[src/rtl/data_mem_mmio_if.sv]
`default_nettype none
// ============================================================================
// Module      : data_mem_mmio_if
// Description : Core-to-data-memory access bus. The core drives the store
//               enable, byte address and store data. The memory returns
//               combinational load data and an access-fault indication.
// Revision    : 1.0  initial release
// ============================================================================
interface data_mem_mmio_if;
    logic        MemWrite;
    logic [31:0] ALUResult;
    logic [31:0] WriteData;
    logic [31:0] read_data;
    logic        access_fault;

    // Memory side
    modport slave (
        input  MemWrite,
        input  ALUResult,
        input  WriteData,
        output read_data,
        output access_fault
    );

    // Core side
    modport master (
        output MemWrite,
        output ALUResult,
        output WriteData,
        input  read_data,
        input  access_fault
    );
endinterface
`default_nettype wire

[src/rtl/data_mem_mmio.sv]
`default_nettype none
// ============================================================================
// Module      : data_mem_mmio
// Description : Data memory for a single-cycle core. Word-addressed RAM plus
//               an 8-slot MMIO window holding a GPIO output register, a
//               free-running cycle counter and a compare timer with an
//               interrupt. Loads are combinational. Stores and all register
//               updates happen on the rising clock edge.
// Revision    : 1.0  initial release
// ============================================================================
module data_mem_mmio #(
    parameter int          DEPTH_WORDS = 64,
    // Must be aligned to 32 bytes. The slot select uses the address bits directly.
    parameter logic [31:0] MMIO_BASE   = 32'h0000_1000
) (
    input  wire logic        clk,
    input  wire logic        reset,      // asynchronous, active-low
    data_mem_mmio_if.slave   bus,
    output logic [31:0]      gpio_out,
    output logic             timer_irq
);

    localparam int          c_IDX_W     = (DEPTH_WORDS > 1) ? $clog2(DEPTH_WORDS) : 1;
    localparam logic [31:0] c_RAM_BYTES = 32'(4 * DEPTH_WORDS);
    localparam logic [31:0] c_MMIO_END  = MMIO_BASE + 32'h0000_0020;

    localparam logic [2:0]  c_SLOT_GPIO  = 3'd0;
    localparam logic [2:0]  c_SLOT_CYCLE = 3'd1;
    localparam logic [2:0]  c_SLOT_CMP   = 3'd2;
    localparam logic [2:0]  c_SLOT_CTRL  = 3'd3;
    localparam logic [2:0]  c_SLOT_CNT   = 3'd4;

    // Storage
    logic [31:0] r_ram [0:DEPTH_WORDS-1];
    logic [31:0] r_gpio;
    logic [31:0] r_cycle_cnt;
    logic [31:0] r_timer_cnt;
    logic [31:0] r_timer_cmp;
    logic        r_en;
    logic        r_auto;
    logic        r_irq_en;
    logic        r_flag;

    // Decode
    logic               w_ram_hit;
    logic               w_mmio_hit;
    logic               w_fault;
    logic               w_wr_ok;
    logic               w_ram_we;
    logic               w_mmio_we;
    logic [2:0]         w_slot;
    logic [c_IDX_W-1:0] w_idx;
    logic               w_match;
    logic               w_wr_gpio;
    logic               w_wr_cmp;
    logic               w_wr_ctrl;
    logic               w_wr_cnt;

    assign w_ram_hit  = (bus.ALUResult < c_RAM_BYTES);
    assign w_mmio_hit = (bus.ALUResult >= MMIO_BASE) && (bus.ALUResult < c_MMIO_END);
    assign w_fault    = (bus.ALUResult[1:0] != 2'b00) || !(w_ram_hit || w_mmio_hit);
    assign w_wr_ok    = bus.MemWrite && !w_fault;
    assign w_ram_we   = w_wr_ok && w_ram_hit;
    assign w_mmio_we  = w_wr_ok && w_mmio_hit;
    assign w_slot     = bus.ALUResult[4:2];
    assign w_idx      = bus.ALUResult[c_IDX_W+1:2];

    assign w_wr_gpio  = w_mmio_we && (w_slot == c_SLOT_GPIO);
    assign w_wr_cmp   = w_mmio_we && (w_slot == c_SLOT_CMP);
    assign w_wr_ctrl  = w_mmio_we && (w_slot == c_SLOT_CTRL);
    assign w_wr_cnt   = w_mmio_we && (w_slot == c_SLOT_CNT);

    // The match is qualified by the current EN, so a CTRL write only affects later cycles
    assign w_match    = r_en && (r_timer_cnt == r_timer_cmp);

    assign bus.access_fault = w_fault;
    assign gpio_out         = r_gpio;
    assign timer_irq        = r_flag & r_irq_en;

    // RAM write port. The contents are not cleared by reset.
    always_ff @(posedge clk) begin
        if (w_ram_we) begin
            r_ram[w_idx] <= bus.WriteData;
        end
    end

    // Free-running cycle counter. It wraps naturally at 2^32.
    always_ff @(posedge clk or negedge reset) begin
        if (!reset) begin
            r_cycle_cnt <= 32'd0;
        end else begin
            r_cycle_cnt <= r_cycle_cnt + 32'd1;
        end
    end

    // Software-written registers: GPIO, compare value and control bits
    always_ff @(posedge clk or negedge reset) begin
        if (!reset) begin
            r_gpio      <= 32'd0;
            r_timer_cmp <= 32'd0;
            r_en        <= 1'b0;
            r_auto      <= 1'b0;
            r_irq_en    <= 1'b0;
        end else begin
            if (w_wr_gpio) begin
                r_gpio <= bus.WriteData;
            end
            if (w_wr_cmp) begin
                r_timer_cmp <= bus.WriteData;
            end
            if (w_wr_ctrl) begin
                r_en     <= bus.WriteData[0];
                r_auto   <= bus.WriteData[1];
                r_irq_en <= bus.WriteData[2];
            end
        end
    end

    // Timer count. A software write wins over the increment or auto-reload.
    always_ff @(posedge clk or negedge reset) begin
        if (!reset) begin
            r_timer_cnt <= 32'd0;
        end else if (w_wr_cnt) begin
            r_timer_cnt <= bus.WriteData;
        end else if (r_en) begin
            r_timer_cnt <= (w_match && r_auto) ? 32'd0 : (r_timer_cnt + 32'd1);
        end
    end

    // Match flag. It is sticky and write-1-to-clear. A set in the same cycle wins over a clear.
    always_ff @(posedge clk or negedge reset) begin
        if (!reset) begin
            r_flag <= 1'b0;
        end else if (w_match) begin
            r_flag <= 1'b1;
        end else if (w_wr_ctrl && bus.WriteData[3]) begin
            r_flag <= 1'b0;
        end
    end

    // Combinational load path. Faults and unused MMIO slots return zero.
    always_comb begin
        bus.read_data = 32'd0;
        if (!w_fault) begin
            if (w_ram_hit) begin
                bus.read_data = r_ram[w_idx];
            end else begin
                case (w_slot)
                    c_SLOT_GPIO:  bus.read_data = r_gpio;
                    c_SLOT_CYCLE: bus.read_data = r_cycle_cnt;
                    c_SLOT_CMP:   bus.read_data = r_timer_cmp;
                    c_SLOT_CTRL:  bus.read_data = {28'd0, r_flag, r_irq_en, r_auto, r_en};
                    c_SLOT_CNT:   bus.read_data = r_timer_cnt;
                    default:      bus.read_data = 32'd0;
                endcase
            end
        end
    end

endmodule
`default_nettype wire

[src/flat_wrapper.sv]
// flat-port wrapper written by rule: the top's interface ports become plain ports
module data_mem_mmio_flat 
#(
    parameter int          DEPTH_WORDS = 64,
                                                                                   
    parameter logic [31:0] MMIO_BASE   = 32'h0000_1000
)
  (clk, reset, gpio_out, timer_irq, bus_MemWrite, bus_ALUResult, bus_WriteData, bus_read_data, bus_access_fault);
  data_mem_mmio_if bus_i ();
  input  wire logic clk;
  input  wire logic reset;
  output logic [31:0] gpio_out;
  output logic timer_irq;
  input wire logic [$bits(bus_i.MemWrite)-1:0] bus_MemWrite;
  input wire logic [$bits(bus_i.ALUResult)-1:0] bus_ALUResult;
  input wire logic [$bits(bus_i.WriteData)-1:0] bus_WriteData;
  output wire logic [$bits(bus_i.read_data)-1:0] bus_read_data;
  output wire logic [$bits(bus_i.access_fault)-1:0] bus_access_fault;
  assign bus_i.MemWrite = bus_MemWrite;
  assign bus_i.ALUResult = bus_ALUResult;
  assign bus_i.WriteData = bus_WriteData;
  assign bus_read_data = bus_i.read_data;
  assign bus_access_fault = bus_i.access_fault;
  data_mem_mmio #(.DEPTH_WORDS(DEPTH_WORDS), .MMIO_BASE(MMIO_BASE)) u_core (.clk(clk), .reset(reset), .bus(bus_i), .gpio_out(gpio_out), .timer_irq(timer_irq));
endmodule
[config.mk]
export PLATFORM = sky130hd
export DESIGN_NAME = data_mem_mmio_flat
export DESIGN_NICKNAME = d
export VERILOG_FILES = /design/src/rtl/data_mem_mmio_if.sv /design/src/rtl/data_mem_mmio.sv /design/src/flat_wrapper.sv
export SDC_FILE = /design/constraint.sdc
export NUM_CORES = 2
export LEC_CHECK = 0
export ABC_AREA = 1
export BUFFER_PORTS_ARGS = -buffer_cell sky130_fd_sc_hd__buf_2
export CORE_MARGIN = 1
export CORE_UTILIZATION = 45
export DETAILED_ROUTE_END_ITERATION = 7
export SLEW_MARGIN = 15
export SYNTH_ARGS = -nofsm -noshare
export SYNTH_HDL_FRONTEND = slang
export SYNTH_SLANG_ARGS = --single-unit
[constraint.sdc]
create_clock -name clk -period 1.95 [get_ports clk]
set_input_delay 0.39 -clock clk [delete_from_list [all_inputs] [get_ports clk]]
set_output_delay 0.39 -clock clk [all_outputs]
set_load 0.03 [all_outputs]
==> impl_metrics.tcl <==
set metrics [dict create \
    tightestPinTransition_ns 0.983 \
    p_leak_nw 42.8 \
    clk_path_buf_depth 3 \
    critical_path_class "primary input to output pin" \
    grt_max_degree 67 \
    ratio_of_cells_with_drive_above_1_in_the_final_layout 0.244 \
    global_route.usage.total 0.331 \
    detailed_place_hpwl_mm 213 \
    drtAntennaViolNets 0 \
    wl_per_cell_um 29.9 \
    outcome "finished, violations left" \
    clk_pin_slew_worst_paths_ns 0.06 \
    postSynthCellCount 7435 \
    cell_at_the_root_of_the_clock_tree "clkbuf_16" \
    die_area_um2 197000 \
    drt_wl_total_mm 339 \
    final_max_slew_viol_count 0 \
    power_density_nw_per_um2 859 \
    grt_pass1_vias 61055 \
    post_synth_and_or_nand_nor_area_fraction 0.168 \
    clock_insertion_delay_worst_skew_ns 0.88 \
    finish.net_count 8692 \
    synth_compound_gate_area_share 0.0518 \
    max_clk_rate_ghz 0.309 \
    initial_core_util 0.455 \
    width_of_the_chip_um 444 \
    buffers_on_ports 132 \
    hold_viol 0 \
    final.period_utilization 1.66 \
    postLayoutSetupSlackWorst_ns -1.28 \
    gr-usage-met3 0.0821 \
    critical_path.top_delay_family "buffers and inverters" \
    shortest_clock_period_the_worst_path_allows_after_layout_ns 3.23 \
    synthXorXnorAreaFrac 0.00578 \
    seq_cells_post_synth 2180 \
    finalCoreUtilization 0.594 \
    cp_cell_sequence "buf_16, buf_12, nand2_8, bufbuf_16, buf_4, o22ai_1, nor2_1, nand2_1, nand2_1, nand2_1, nand3b_1, a21oi_2, buf_6" \
    cts_htree_levels 4 \
    required_ns 1.56 \
    detailedRoute.firstPassIterationCount 6 \
    max-slew-margin-rel 0.345 \
    max-vdd-ir-drop_mv 0.864 \
    critical_path.startpoint "bus_ALUResult[2]" \
    path_buf_inv 5 \
    dominant_combinational_cell_family_by_area_after_synthesis "simple AND/OR/NAND/NOR gates" \
    cpPeakStageDelay_ns 0.36 \
    arrival_ns 2.84 \
    setup.worst_path.end_class "output pin" \
    postSynthAreaPerCell_um2 11.8 \
    hp-start "bus_WriteData[30]" \
    fin_tns_setup_ns -244.70 \
    cpMaxStageDelayCell "bufbuf_16" \
    mappedNetlistNets 7504 \
    ys_seq_area_frac 0.737 \
    synth-adder-area-share 0.000285 \
    die_y_um 444 \
    regToRegStartpoint "u_core.r_timer_cnt[10]" \
    cts_made_buffers 218 \
    syn_area_um2 87900 \
    grt_overflow 0 \
    yosysWarningCount 0 \
    gp_congestion 0.965 \
    grt_antenna_before_repair 11 \
    grt_util_met2 0.498 \
    min_path_type "primary input to flop" \
    setup_violations 1828 \
    routed-via-count 65677 \
    filler_cell_count 15039 \
    met1_use_gr 0.458 \
    crit_path_most_repeated_cell "nand2_1" \
    distinct_cell_type_count_of_the_synthesized_netlist 40 \
    violations "negative setup slack" \
    synth.area.mux_share 0 \
    cts.sinks 2180 \
    flow.area_growth_from_synthesis_pct 30.5 \
    route.detailed.vias_per_inst 5.80 \
    synth-edff-count 2048 \
    yosys_most_used_dff "edfxtp_1" \
    grt_pass1_wl_mm 458 \
    drtIter0Drc 9903 \
    cap_viol_max_count 0 \
    route.detailed.drc 0 \
    clock_skew_ns 0.0308 \
    unrepaired_setup_endpoints_after_global_routing "true" \
    placement_rows 161 \
    cts_tree "done" \
    floorplan.io_pins 133 \
    worstPathMaxFanout 16 \
    routing_layer_with_the_top_usage_in_global_route "met2" \
    design.core.area_um2 193000 \
    critPathLaunchType "primary input" \
    postSynth.asyncResetShare 0.0606 \
]
worst reg2reg max path, stage by stage, from the launching register on:
cell     delay (ns)
dfrtp_1        0.46
inv_1          0.09
buf_4          0.17
buf_4          0.13
nor3_1         0.24
nand2_1        0.12
nor3_1         0.20
buf_4          0.18
xor2_1         0.16
inv_1          0.05
nand3_1        0.07
nand3_1        0.07
synth_stat cells, drive strengths merged (3+ instances only):
library cell     n  area share
o211ai           8     0.00074
o2111ai          3     0.00030
nand2         1542       0.066
nand3          500       0.029
clkbuf          83      0.0036
inv            407       0.017
clkinv           6     0.00026
edfxtp        2048        0.70
nor3            67      0.0038
a21oi           64      0.0036
o21ai          565       0.032
o22ai          166       0.012
nand4           61      0.0044
o221ai           3     0.00030
xor2            58      0.0058
o31ai           28      0.0024
nor2          1356       0.059
nor4             4     0.00028
nand3b          46      0.0039
or2             26      0.0019
buf            255       0.016
dfrtp          132       0.038
layer usage:
layer	vias up	routed length, um	part of all wire
met5	-	0	0
met4	0	16200	0.048
met3	649	43200	0.13
met2	4276	150000	0.44
met1	32513	129000	0.38
li1	28239	-	-
where the power goes:
| part | leakage, nW | switching [mW] | total (mW) | internal, mW |
|---|---|---|---|---|
| clock network | 3.24 | 18.2 | 40.1 | 21.9 |
| logic | 19.4 | 4.87 | 7.30 | 2.42 |
| registers | 20.2 | 0.00000000000117 | 51.1 | 51.1 |
area by class of cell:
class                      count  area [um^2]  share of cell area
sequential                  2180        64800               0.565
multi-input combinational   4505        22800               0.198
timing repair buffer        1304        15600               0.136
clock buffer                 270         5690              0.0496
tap                         2526         3160              0.0276
inverter                     413         1600              0.0140
clock inverter               123         1000             0.00875
timing repair inverter         1         16.3            0.000142
antenna                        6         15.0            0.000131
placed cells by master, fill, tap and decap left out, types with 46 or more instances in the layout:
cell type / instances
buf_6: 92
buf_12: 319
nor2_4: 114
o21ai_1: 129
nand2_1: 1378
o22ai_1: 164
inv_1: 385
nor2_2: 53
nand3_2: 66
buf_4: 693
clkinv_1: 59
nand3b_1: 46
clkbuf_1: 50
xor2_1: 58
edfxtp_1: 2048
nand2_2: 101
buf_2: 93
dfrtp_1: 118
nand4_1: 60
nand3_1: 413
o21ai_0: 420
nor2_1: 1188
clkbuf_16: 261
per-stage QoR:
step                      std cells  hold slack [ns]  worst slack (ns)  cell area (um^2)  power (mW)
after floorplan                7435           0.0944            -0.813             88500        54.2
after detailed placement      10718            0.293             -2.01            102000        58.3
after CTS                     11219          0.00456             -1.16            112000        98.3
final                         11328           0.0134             -1.28            115000        98.6
after global placement        10718            0.289             -1.98            102000        58.3
after global routing          11323          0.00773             -1.21            115000         101
repair_timing:
item                       4_1_cts  5_1_grt
gates resized for setup        556      367
setup endpoints to repair     2021     2057
setup buffers                   86       73
hold buffers                    10        0
pin swaps                      209      305
cloned                          23       45
hold endpoints to repair       170        0
final timing paths:
check	cells after the start	to	slack, ns
min in group asynchronous	3	u_core.r_cycle_cnt[10]	0.08
worst max-delay path	13	bus_read_data[0]	-1.28
worst min register to register	1	u_core.r_cycle_cnt[16]	0.50
worst max register to register	11	u_core.r_timer_cnt[18]	-0.12
worst min-delay path	2	u_core.r_ram[7][30]	0.01
max in group asynchronous	3	u_core.r_timer_cnt[17]	1.54
logic make-up (layout without fill, tap and decap cells):
logic type | Yosys count | count (layout)
other | 0 | 6
AO/OA/AOI/OAI | 841 | 841
adder cells (fa/ha/maj) | 2 | 2
buffers and inverters | 751 | 2111
XOR/XNOR | 58 | 58
AND/OR/NAND/NOR | 3603 | 3604
flip-flops | 2180 | 2180
flip-flops by register name (all words and copies together), names as in the netlist:
signal              count
u_core.r_cycle_cnt     32
u_core.gpio_out        32
u_core.r_timer_cmp     32
u_core.r_en             1
u_core.r_ram         2048
u_core.r_timer_cnt     32
u_core.r_auto           1
u_core.r_flag           1
u_core.r_irq_en         1
No activity file was read; power rests on OpenSTA's default activity.
